## config.mk

```make
export PLATFORM = sky130hd
export DESIGN_NAME = tlul_adapter_reg_pipe
export DESIGN_NICKNAME = d
export VERILOG_FILES = /design/src/rtl/tlul_adapter_reg_pipe.sv
export SDC_FILE = /design/constraint.sdc
export NUM_CORES = 1
export LEC_CHECK = 0
export ABC_AREA = 1
export CAP_MARGIN = 25
export CORE_MARGIN = 4
export CORE_UTILIZATION = 40
export CTS_CLUSTER_DIAMETER = 50
export DETAILED_ROUTE_END_ITERATION = 6
export MAX_ROUTING_LAYER = met4
export PLACE_DENSITY_LB_ADDON = 0.25
export RECOVER_POWER = 25
export SLEW_MARGIN = 20
export SYNTH_ARGS = -nofsm -noshare
export SYNTH_HDL_FRONTEND = slang
export SYNTH_HIERARCHICAL = 1
export SYNTH_SLANG_ARGS = --single-unit
```

## constraint.sdc

```tcl
create_clock -name clk_i -period 4.2 [get_ports clk_i]
set_clock_uncertainty 0.05 [all_clocks]
set_input_delay 1.05 -clock clk_i [delete_from_list [all_inputs] [get_ports clk_i]]
set_output_delay 1.05 -clock clk_i [all_outputs]
set_load 0.02 [all_outputs]
```

## src/rtl/tlul_adapter_reg_pipe.sv

```systemverilog
// Pipelined TL-UL device adapter: A-channel requests become single-cycle register strobes, responses return on D.
// Latency: strobe in the A-accept cycle T, rdata/error sampled at the end of T+AccessLatency, d_valid from T+AccessLatency+1.
// Backpressure: a_ready drops when MaxOutstanding requests are un-acked or busy_i is high while a_valid; d_ready never gates a_ready.
//
// Ports:
//   clk_i, rst_ni      clock, asynchronous active-low reset
//   tl_i / tl_o        TL-UL host request / device response
//   re_o, we_o         read / write strobes (accept cycle only)
//   addr_o             word-aligned register address
//   wdata_o, be_o      write data and byte enables, straight from the A channel
//   busy_i             register block cannot take the presented request
//   rdata_i, error_i   read data / access error, valid AccessLatency cycles after the strobe
//   outstanding_o      accepted but not yet D-acked request count

package top_pkg;
    localparam int TL_AW  = 32;
    localparam int TL_DW  = 32;
    localparam int TL_AIW = 8;
    localparam int TL_DIW = 1;
    localparam int TL_DBW = TL_DW / 8;
    localparam int TL_SZW = 2;
    localparam int TL_AUW = 16;
    localparam int TL_DUW = 16;
endpackage

package tlul_pkg;
    typedef enum logic [2:0] {
        PutFullData    = 3'h0,
        PutPartialData = 3'h1,
        Get            = 3'h4
    } tl_a_op_e;

    typedef enum logic [2:0] {
        AccessAck     = 3'h0,
        AccessAckData = 3'h1
    } tl_d_op_e;

    // Opcode fields are plain vectors so that illegal opcodes can be carried and reported.
    typedef struct packed {
        logic                         a_valid;
        logic [2:0]                   a_opcode;
        logic [2:0]                   a_param;
        logic [top_pkg::TL_SZW-1:0]   a_size;
        logic [top_pkg::TL_AIW-1:0]   a_source;
        logic [top_pkg::TL_AW-1:0]    a_address;
        logic [top_pkg::TL_DBW-1:0]   a_mask;
        logic [top_pkg::TL_DW-1:0]    a_data;
        logic [top_pkg::TL_AUW-1:0]   a_user;
        logic                         d_ready;
    } tl_h2d_t;

    typedef struct packed {
        logic                         d_valid;
        logic [2:0]                   d_opcode;
        logic [2:0]                   d_param;
        logic [top_pkg::TL_SZW-1:0]   d_size;
        logic [top_pkg::TL_AIW-1:0]   d_source;
        logic [top_pkg::TL_DIW-1:0]   d_sink;
        logic [top_pkg::TL_DW-1:0]    d_data;
        logic [top_pkg::TL_DUW-1:0]   d_user;
        logic                         d_error;
        logic                         a_ready;
    } tl_d2h_t;
endpackage

// Generic synchronous FIFO with registered storage.
// Latency: a pushed entry is visible at the head the cycle after the push.
// Backpressure: push is ignored while full; pop is ignored while empty.
//
// Ports: clk_i/rst_ni, push/push_dat, pop, pop_vld/pop_dat (head entry), full.
module fifo_sync #(
    parameter int Width = 8,
    parameter int Depth = 2
) (
    input  logic             clk_i,
    input  logic             rst_ni,
    input  logic             push,
    input  logic [Width-1:0] push_dat,
    input  logic             pop,
    output logic             pop_vld,
    output logic [Width-1:0] pop_dat,
    output logic             full
);
    localparam int PtrW = (Depth > 1) ? $clog2(Depth) : 1;
    localparam int CntW = $clog2(Depth + 1);

    logic [Width-1:0] mem [Depth];
    logic [PtrW-1:0]  wr_ptr;
    logic [PtrW-1:0]  rd_ptr;
    logic [CntW-1:0]  count;
    logic             do_push;
    logic             do_pop;

    // Pointers wrap explicitly so non-power-of-two depths work.
    function automatic logic [PtrW-1:0] ptr_inc(input logic [PtrW-1:0] p);
        return (p == PtrW'(Depth - 1)) ? '0 : p + PtrW'(1);
    endfunction

    assign full    = (count == CntW'(Depth));
    assign pop_vld = (count != '0);
    assign do_push = push & ~full;
    assign do_pop  = pop & pop_vld;
    assign pop_dat = mem[rd_ptr];

    always_ff @(posedge clk_i or negedge rst_ni) begin
        if (!rst_ni) begin
            wr_ptr <= '0;
            rd_ptr <= '0;
            count  <= '0;
        end else begin
            if (do_push) begin
                wr_ptr <= ptr_inc(wr_ptr);
            end
            if (do_pop) begin
                rd_ptr <= ptr_inc(rd_ptr);
            end
            case ({do_push, do_pop})
                2'b10:   count <= count + CntW'(1);
                2'b01:   count <= count - CntW'(1);
                default: count <= count;
            endcase
        end
    end

    // Storage needs no reset: the head is only consumed while pop_vld is high.
    always_ff @(posedge clk_i) begin
        if (do_push) begin
            mem[wr_ptr] <= push_dat;
        end
    end
endmodule

module tlul_adapter_reg_pipe
    import tlul_pkg::*;
#(
    parameter int RegAw          = 8,
    parameter int RegDw          = 32,
    parameter int AccessLatency  = 0,
    parameter int MaxOutstanding = 2,
    localparam int RegBw         = RegDw / 8,
    localparam int CntW          = $clog2(MaxOutstanding + 1)
) (
    input  logic             clk_i,
    input  logic             rst_ni,
    input  tl_h2d_t          tl_i,
    output tl_d2h_t          tl_o,
    output logic             re_o,
    output logic             we_o,
    output logic [RegAw-1:0] addr_o,
    output logic [RegDw-1:0] wdata_o,
    output logic [RegBw-1:0] be_o,
    input  logic             busy_i,
    input  logic [RegDw-1:0] rdata_i,
    input  logic             error_i,
    output logic [CntW-1:0]  outstanding_o
);
    localparam int AiW = top_pkg::TL_AIW;
    localparam int SzW = top_pkg::TL_SZW;

    // Parameter legality, checked at elaboration.
    if (RegDw != top_pkg::TL_DW) begin : g_chk_dw
        $error("tlul_adapter_reg_pipe: RegDw must equal top_pkg::TL_DW");
    end
    if ((AccessLatency < 0) || (AccessLatency > 3)) begin : g_chk_lat
        $error("tlul_adapter_reg_pipe: AccessLatency must be 0..3");
    end
    if ((MaxOutstanding < 1) || (MaxOutstanding > 4)) begin : g_chk_max
        $error("tlul_adapter_reg_pipe: MaxOutstanding must be 1..4");
    end
    if (RegAw > top_pkg::TL_AW) begin : g_chk_aw
        $error("tlul_adapter_reg_pipe: RegAw must not exceed TL_AW");
    end

    // Per-request information that travels alongside the register access.
    typedef struct packed {
        logic [AiW-1:0] source;
        logic [SzW-1:0] size;
        logic           is_read;
        logic           ierr;
    } meta_t;

    // One queued D-channel response.
    typedef struct packed {
        logic [2:0]       opcode;
        logic [AiW-1:0]   source;
        logic [SzW-1:0]   size;
        logic             error;
        logic [RegDw-1:0] data;
    } rsp_t;

    logic [CntW-1:0] cnt;
    logic            a_ready;
    logic            a_ack;
    logic            d_ack;
    logic            is_get;
    logic            is_put;
    logic            ierr;
    meta_t           meta_in;
    meta_t           cap_meta;
    logic            cap_vld;
    rsp_t            rsp_in;
    rsp_t            rsp_head;
    logic            rsp_vld;
    logic            fifo_full;
    logic            unused_sig;

    // ------------------------------------------------------------------
    // A channel: acceptance and classification
    // ------------------------------------------------------------------
    assign is_get = (tl_i.a_opcode == Get);
    assign is_put = (tl_i.a_opcode == PutFullData) | (tl_i.a_opcode == PutPartialData);

    // Misaligned Puts and unknown opcodes are accepted but answered with an error.
    assign ierr = is_put ? (tl_i.a_address[1:0] != 2'b00) : ~is_get;

    // busy_i only matters while a request is actually presented.
    assign a_ready = (cnt < CntW'(MaxOutstanding)) & ~(tl_i.a_valid & busy_i);
    assign a_ack   = tl_i.a_valid & a_ready;
    assign d_ack   = rsp_vld & tl_i.d_ready;

    assign re_o    = a_ack & is_get;
    assign we_o    = a_ack & is_put & ~ierr;
    assign wdata_o = RegDw'(tl_i.a_data);
    assign be_o    = RegBw'(tl_i.a_mask);

    if (RegAw > 2) begin : g_addr
        assign addr_o = {tl_i.a_address[RegAw-1:2], 2'b00};
    end else begin : g_addr_zero
        assign addr_o = '0;
    end

    // In-flight count covers the latency pipeline and the response FIFO together,
    // which is why the FIFO can never overflow.
    always_ff @(posedge clk_i or negedge rst_ni) begin
        if (!rst_ni) begin
            cnt <= '0;
        end else if (a_ack && !d_ack) begin
            cnt <= cnt + CntW'(1);
        end else if (!a_ack && d_ack) begin
            cnt <= cnt - CntW'(1);
        end
    end

    assign outstanding_o = cnt;

    // ------------------------------------------------------------------
    // Metadata pipeline, aligned with the register read latency
    // ------------------------------------------------------------------
    always_comb begin
        meta_in         = '0;
        meta_in.source  = tl_i.a_source;
        meta_in.size    = tl_i.a_size;
        meta_in.is_read = is_get;
        meta_in.ierr    = ierr;
    end

    if (AccessLatency == 0) begin : g_no_pipe
        // rdata_i/error_i are valid in the strobe cycle itself.
        assign cap_vld  = a_ack;
        assign cap_meta = meta_in;
    end else begin : g_pipe
        logic  vld_q  [AccessLatency];
        meta_t meta_q [AccessLatency];

        always_ff @(posedge clk_i or negedge rst_ni) begin
            if (!rst_ni) begin
                for (int i = 0; i < AccessLatency; i++) begin
                    vld_q[i]  <= 1'b0;
                    meta_q[i] <= '0;
                end
            end else begin
                vld_q[0]  <= a_ack;
                meta_q[0] <= meta_in;
                for (int i = 1; i < AccessLatency; i++) begin
                    vld_q[i]  <= vld_q[i-1];
                    meta_q[i] <= meta_q[i-1];
                end
            end
        end

        assign cap_vld  = vld_q[AccessLatency-1];
        assign cap_meta = meta_q[AccessLatency-1];
    end

    // ------------------------------------------------------------------
    // Response capture
    // ------------------------------------------------------------------
    always_comb begin
        rsp_in        = '0;
        rsp_in.opcode = cap_meta.is_read ? AccessAckData : AccessAck;
        rsp_in.source = cap_meta.source;
        rsp_in.size   = cap_meta.size;
        // error_i is meaningless when no strobe was issued, so ierr masks it.
        rsp_in.error  = cap_meta.ierr | (error_i & ~cap_meta.ierr);
        // Writes and failed accesses return all-ones rather than stale read data.
        if (!cap_meta.is_read || cap_meta.ierr || error_i) begin
            rsp_in.data = '1;
        end else begin
            rsp_in.data = rdata_i;
        end
    end

    fifo_sync #(
        .Width ($bits(rsp_t)),
        .Depth (MaxOutstanding)
    ) u_rsp_fifo (
        .clk_i    (clk_i),
        .rst_ni   (rst_ni),
        .push     (cap_vld),
        .push_dat (rsp_in),
        .pop      (d_ack),
        .pop_vld  (rsp_vld),
        .pop_dat  (rsp_head),
        .full     (fifo_full)
    );

    // ------------------------------------------------------------------
    // D channel: fields are held at zero while nothing is queued
    // ------------------------------------------------------------------
    always_comb begin
        tl_o         = '0;
        tl_o.a_ready = a_ready;
        tl_o.d_valid = rsp_vld;
        if (rsp_vld) begin
            tl_o.d_opcode = rsp_head.opcode;
            tl_o.d_source = rsp_head.source;
            tl_o.d_size   = rsp_head.size;
            tl_o.d_error  = rsp_head.error;
            tl_o.d_data   = rsp_head.data;
        end
    end

    // Request fields with no role in a register access (param, user, upper address).
    assign unused_sig = ^{tl_i, fifo_full};
endmodule

```

# Yosys cells after proc, flatten, opt, wreduce, memory -nomap -nowiden
# Memory sizes are Yosys's and may differ from the RTL's.
# Cells that the tools add are included.
[classes] n_lt_le_gt_ge=1 n_mux=14 eq_ne=5 n_bitwise=16 reduce_logical=12 n_addsub=6
[op_table] operator="$mux 32" n=2
[op_table] operator="$and 1x1->1" n=10
[op_table] operator="$mux 10" n=1
[op_table] operator="$reduce_bool 2->1" n=4
[op_table] operator="$mux 1" n=7
[op_table] operator="$add 2x1->2 const B" n=2
[op_table] operator="$eq 2x2->1 const B" n=2
[op_table] operator="$mux 2" n=2
[op_table] operator="$not 1->1" n=4
[op_table] operator="$pmux 2 s2" n=1
[op_table] operator="$sub 2x1->2 const B" n=2
[op_table] operator="$eq 3x1->1 const B" n=1
[op_table] operator="$eq 3x3->1 const B" n=1
[op_table] operator="$logic_not 1->1" n=3
[op_table] operator="$logic_not 3->1" n=1
[op_table] operator="$mux 3" n=1
[op_table] operator="$add 1x1->1 const B" n=2
[op_table] operator="$eq 2x1->1 const B" n=1
[op_table] operator="$logic_and 1x1->1" n=2
[op_table] operator="$logic_or 1x1->1" n=2
[op_table] operator="$lt 2x2->1 const B" n=1
[op_table] operator="$or 1x1->1" n=2
[totals] inputBits=138 output_inout_bits=116 word_cells=59 memories=1 ram_bits=88 register_bits=6
[mem_list] name="u_rsp_fifo.mem" depth=2 word_bits=44 rd=1 rd_ports_with_merged_regs=0 write_ports=1 line="87" text="logic [Width-1:0] mem [Depth];"

# Logic depth before layout (Yosys ltp)
[logic_depth] depth_word=8 ltp_mapped=13 ltp_nobuf=12

# Hierarchy
# Netlist, hierarchy kept.
[by_module_without_submodules] module="fifo_sync" area_each_um2=3599.7 instances=1 cells_each=272
[by_module_without_submodules] module="tlul_adapter_reg_pipe" area_each_um2=1332.5 instances=1 cells_each=260

# Worst setup path before layout
# No wires, ideal clock.
[synth_path] path_type="in2reg" from="in tl_i[101] (netlist name)" to="mem u_rsp_fifo/mem[1][0] (netlist name) (enable)" arrival_ns=3.435 cell_stages=5 setup_ns=0.450 path_buffers=0 slack_ns=0.265 required_ns=3.700 cell_sequence="a21oi_1 > nand2_1 > inv_1 > o21ai_1 > nor2_1"
[synth_between] elab_chain_len=7
[synth_lines] item="start, declared" line="145" text="input tl_h2d_t tl_i,"
[synth_lines] item="$and 1x1->1" line="217" text="assign a_ready = (cnt < CntW'(MaxOutstanding)) & ~(tl_i.a_valid & busy_i);"
[synth_lines] item="$not 1->1" line="217"
[synth_lines] item="$and 1x1->1" line="217"
[synth_lines] item="$and 1x1->1 *" line="218" text="assign a_ack = tl_i.a_valid & a_ready;"
[synth_lines] item="named net a_ack" line="193" text="logic a_ack;"
[synth_lines] item="$and 1x1->1 *" line="101" text="assign do_push = push & ~full;"
[synth_lines] item="$mux 1 *" line="127" text="if (do_push) begin"
[synth_lines] item="$mux 1 (not written as such) *" line="128" text="mem[wr_ptr] <= push_dat;"
[synth_lines] item="end, declared" line="87"
# Mark *: on every way through the listed nets, which the timed path passes. The rest lies on a longest branch.

# Worst setup path after layout
[layout_path] from="in tl_i[99] (netlist name)" to="out re_o"
[layout_between] elab_chain_len=2
[layout_lines] item="$eq 3x3->1" line="210" text="assign is_get = (tl_i.a_opcode == Get);"
[layout_lines] item="$and 1x1->1" line="221" text="assign re_o = a_ack & is_get;"
[layout_lines] item="end, declared" line="147" text="output logic re_o,"
# Every way passes these cells.

==> impl_results.md <==
* Outcome: finished, final reports clean
* Gate Count Post-Synth at 532
* Vias in the first global route at 3360
* Synthesis Warnings at 6
* Post-CTS setup buffer count at 0
* Rel. slew slack at 0.4395
* Core ar. at approximately 0.012 mm²
* Yosys reg bits at between 90 and 100
* Total GRT Usage at 0.1602
* Post-cts sizing count at 0
* Initial Utilization at 0.4089
* ANT nets after route at 0
* Clock buffers created by TritonCTS at 9
* Sw Pwr at roughly 1600 µW
* Fmax at approximately 0.27 GHz
* Crit-path max cell delay at a little over 0.6 ns
* # setup viols final at 0
* CP Cell Sequence: dlygate4sd3_1, nor2_1, nand2_1, nor2_1, clkdlybuf4s50_1
* Worst-Margin Slew at between 0.8 and 0.9 ns
* Wirelength per Cell at 14.23 µm
* Global-route wire length before repair at 17.24 mm
* CTS tree: yes
* # port buffers at 104
* Comb pwr share at 0.480
* FP Rows at 40
* H-tree depth at 3
* Syn Area/Cell at 9.271 µm²
* Sw frac at 0.3884
* Final nets at ~730
* Clock Tree Root: clkbuf_16
* Sum of negative setup slack at 0 ns
* Clock Latency Late Sink at 0.34 ns
* Crit. path cell count at 5
* Final wirelength at 10.91 mm
* Die width at 119.0 µm
* Clk buf depth at 2
* Worst min-delay path class: flip-flop to flip-flop
* Hold slack final at about 0.44 ns
* Pwr per Cell Area at 697.9 mW/mm²
* CP most frequent cell: nor2_1
* TritonRoute pass-1 iters at 4
* DRT iter0 DRCs at 160
* Number of antenna diodes at 0
* Die height at 119.0 µm
* Reg2Reg Depth at 12
* Dpl hpwl at 7.687 mm
* Share of cells above drive strength 1 at 0.05175
* Worst Setup End Kind: output port
* Routability cong. at 0.7521
* Layout area overhead at 22.25%
* Post-route DRC at 0
* Req. time, crit path at 3.10 ns
* I/O Pins at 254
* Critical path type: primary input to output port
* Final Cycle Share at 0.8766
* Min Tclk post-route at 3.682 ns
* Seq/Total Area, Yosys at 0.5906
* Hold Path Depth at 2
* # hold bufs at CTS at 0
* Worst VDD drop at 0.2642 mV
* Crit path buf inv count at 2
* Final hold violation count at 0
* Antenna violations before repair at 0
* Critical Path Start Type: primary input
* DR vias at 3279
* Die area at 0.01417 mm²
* Flop pwr share at 0.307
* Slowest-stage cell, CP: clkdlybuf4s50_1
* Largest net degree at the start of global routing at 48
* P_leak at 0.002769 µW
* Critical Path AT at 2.58 ns
* Int Power at 2574 µW
* Worst-path clk slew at approximately 0.07 ns
* DR vias/cell at roughly 4.3
* Clock share of power at 0.213
* Synth Cell Area at 0.004932 mm²
* Critical path's top delay family: buffers and inverters
* Crit Path Max Fanout at 4
* Max-slew violations at 0
* Post-synthesis cell type count at 20
* Overflow after GRT at 0
* Maxcap violations at 0
* RSZ-0062 raised after global routing: false
* Sink Count at 98
cells in the final DEF, fill, tap and decap left out, drive strengths merged:
cell,instances
conb,26
nand2,234
a21oi,1
clkbuf,9
o21ai,1
xnor2,2
dfrtp,6
clkinv,2
clkdlybuf4s50,92
nor2,8
dlygate4sd3,12
buf,6
a21o,1
ha,2
nand4,2
bufinv,2
inv,97
edfxtp,92
nand3,4
sequential cells by signal, summed over array words and instances, names as in the netlist:
name	count
u_rsp_fifo/mem	92
u_rsp_fifo/wr_ptr	1
u_rsp_fifo/count	2
outstanding_o	2
u_rsp_fifo/rd_ptr	1
per-stage QoR:
| step | util | instances | instance area [µm²] | setup slack (ns) | total power (µW) |
|---|---|---|---|---|---|
| 3_5_place_dp | 0.4726 | 751 | 5700 | 0.6061 | 3366 |
| 2_1_floorplan | - | 557 | 5026 | 0.2651 | 2616 |
| 3_3_place_gp | 0.4726 | 751 | 5700 | 0.6386 | 3343 |
| 6_report | 0.4999 | 767 | 6030 | 0.5182 | 4208 |
| 5_1_grt | 0.4999 | 767 | 6030 | 0.4220 | 4492 |
| 4_1_cts | 0.5001 | 767 | 6032 | 0.6065 | 4275 |
cell usage after synthesis:
master | count | area share
nand2_1 | 231 | 0.18
clkbuf_1 | 1 | 0.00076
ha_1 | 2 | 0.0051
buf_2 | 6 | 0.0061
buf_6 | 9 | 0.021
dfrtp_1 | 6 | 0.030
inv_2 | 1 | 0.00076
o21ai_1 | 1 | 0.0010
a21oi_1 | 1 | 0.0010
nand2_2 | 3 | 0.0038
nand4_1 | 2 | 0.0025
nand3_1 | 4 | 0.0041
nor2_1 | 7 | 0.0053
edfxtp_1 | 92 | 0.56
conb_1 | 1 | 0.00076
a21o_2 | 1 | 0.0018
xnor2_1 | 2 | 0.0036
nor2_4 | 1 | 0.0023
inv_1 | 93 | 0.071
buf_4 | 68 | 0.10
power by group through the flow:
stage          sequential, µW  combinational, µW  clock (µW)
2_1_floorplan            1320               1290           0
3_3_place_gp             1310               2040           0
3_5_place_dp             1320               2050           0
4_1_cts                  1290               2060         921
5_1_grt                  1310               2230         958
6_report                 1290               2020         897
final cells by class:
class	count	area (µm²)
Tap cell	168	210.2
Timing Repair Buffer	110	1099
Clock buffer	9	225.2
Sequential cell	98	2914
Fill cell	1132	6032
Multi-Input combinational cell	281	1122
Inverter	94	352.8
Clock inverter	7	106.4
per-layer routing:
layer  vias to the layer above  wire length [µm]  part of all wire  global-route usage
met3                        24               614             0.056             0.04179
met1                      1492              4389              0.40              0.1750
met2                       126              5774              0.53              0.2872
li1                       1637                 -                 -                   -
met4                         0               133             0.012             0.04562
met5                         -                 0                 0                   -
worst min-delay path: stages (launching register included):
cell and delay [ns]:
dfrtp_1 0.35, nand2_1 0.06, nand2_1 0.06
logic make-up (layout without fill, tap and decap cells):
| group | after synthesis | in the layout | share of synthesized area |
|---|---|---|---|
| buffers and inverters | 178 | 220 | 0.2024 |
| DFF | 98 | 98 | 0.5906 |
| AOI/OAI and AO/OA | 3 | 3 | 0.003804 |
| xor gates and xnor gates | 2 | 2 | 0.003552 |
| and+or+nand+nor | 248 | 248 | 0.1938 |
| other | 1 | 26 | 0.0007603 |
| adders and majority gates | 2 | 2 | 0.005073 |
worst paths after layout:
check	from	end	slack (ns)
worst min register to register	u_rsp_fifo/count[1]	u_rsp_fifo/count[1]	0.44
min in group asynchronous	rst_ni	outstanding_o[0]	0.98
worst max register to register	u_rsp_fifo/count[0]	u_rsp_fifo/count[1]	1.86
worst max-delay path	tl_i[99]	re_o	0.52
worst min-delay path	u_rsp_fifo/count[1]	u_rsp_fifo/count[1]	0.44
max in group asynchronous	rst_ni	u_rsp_fifo/rd_ptr	2.87
No activity file was read; power rests on OpenSTA's default activity.
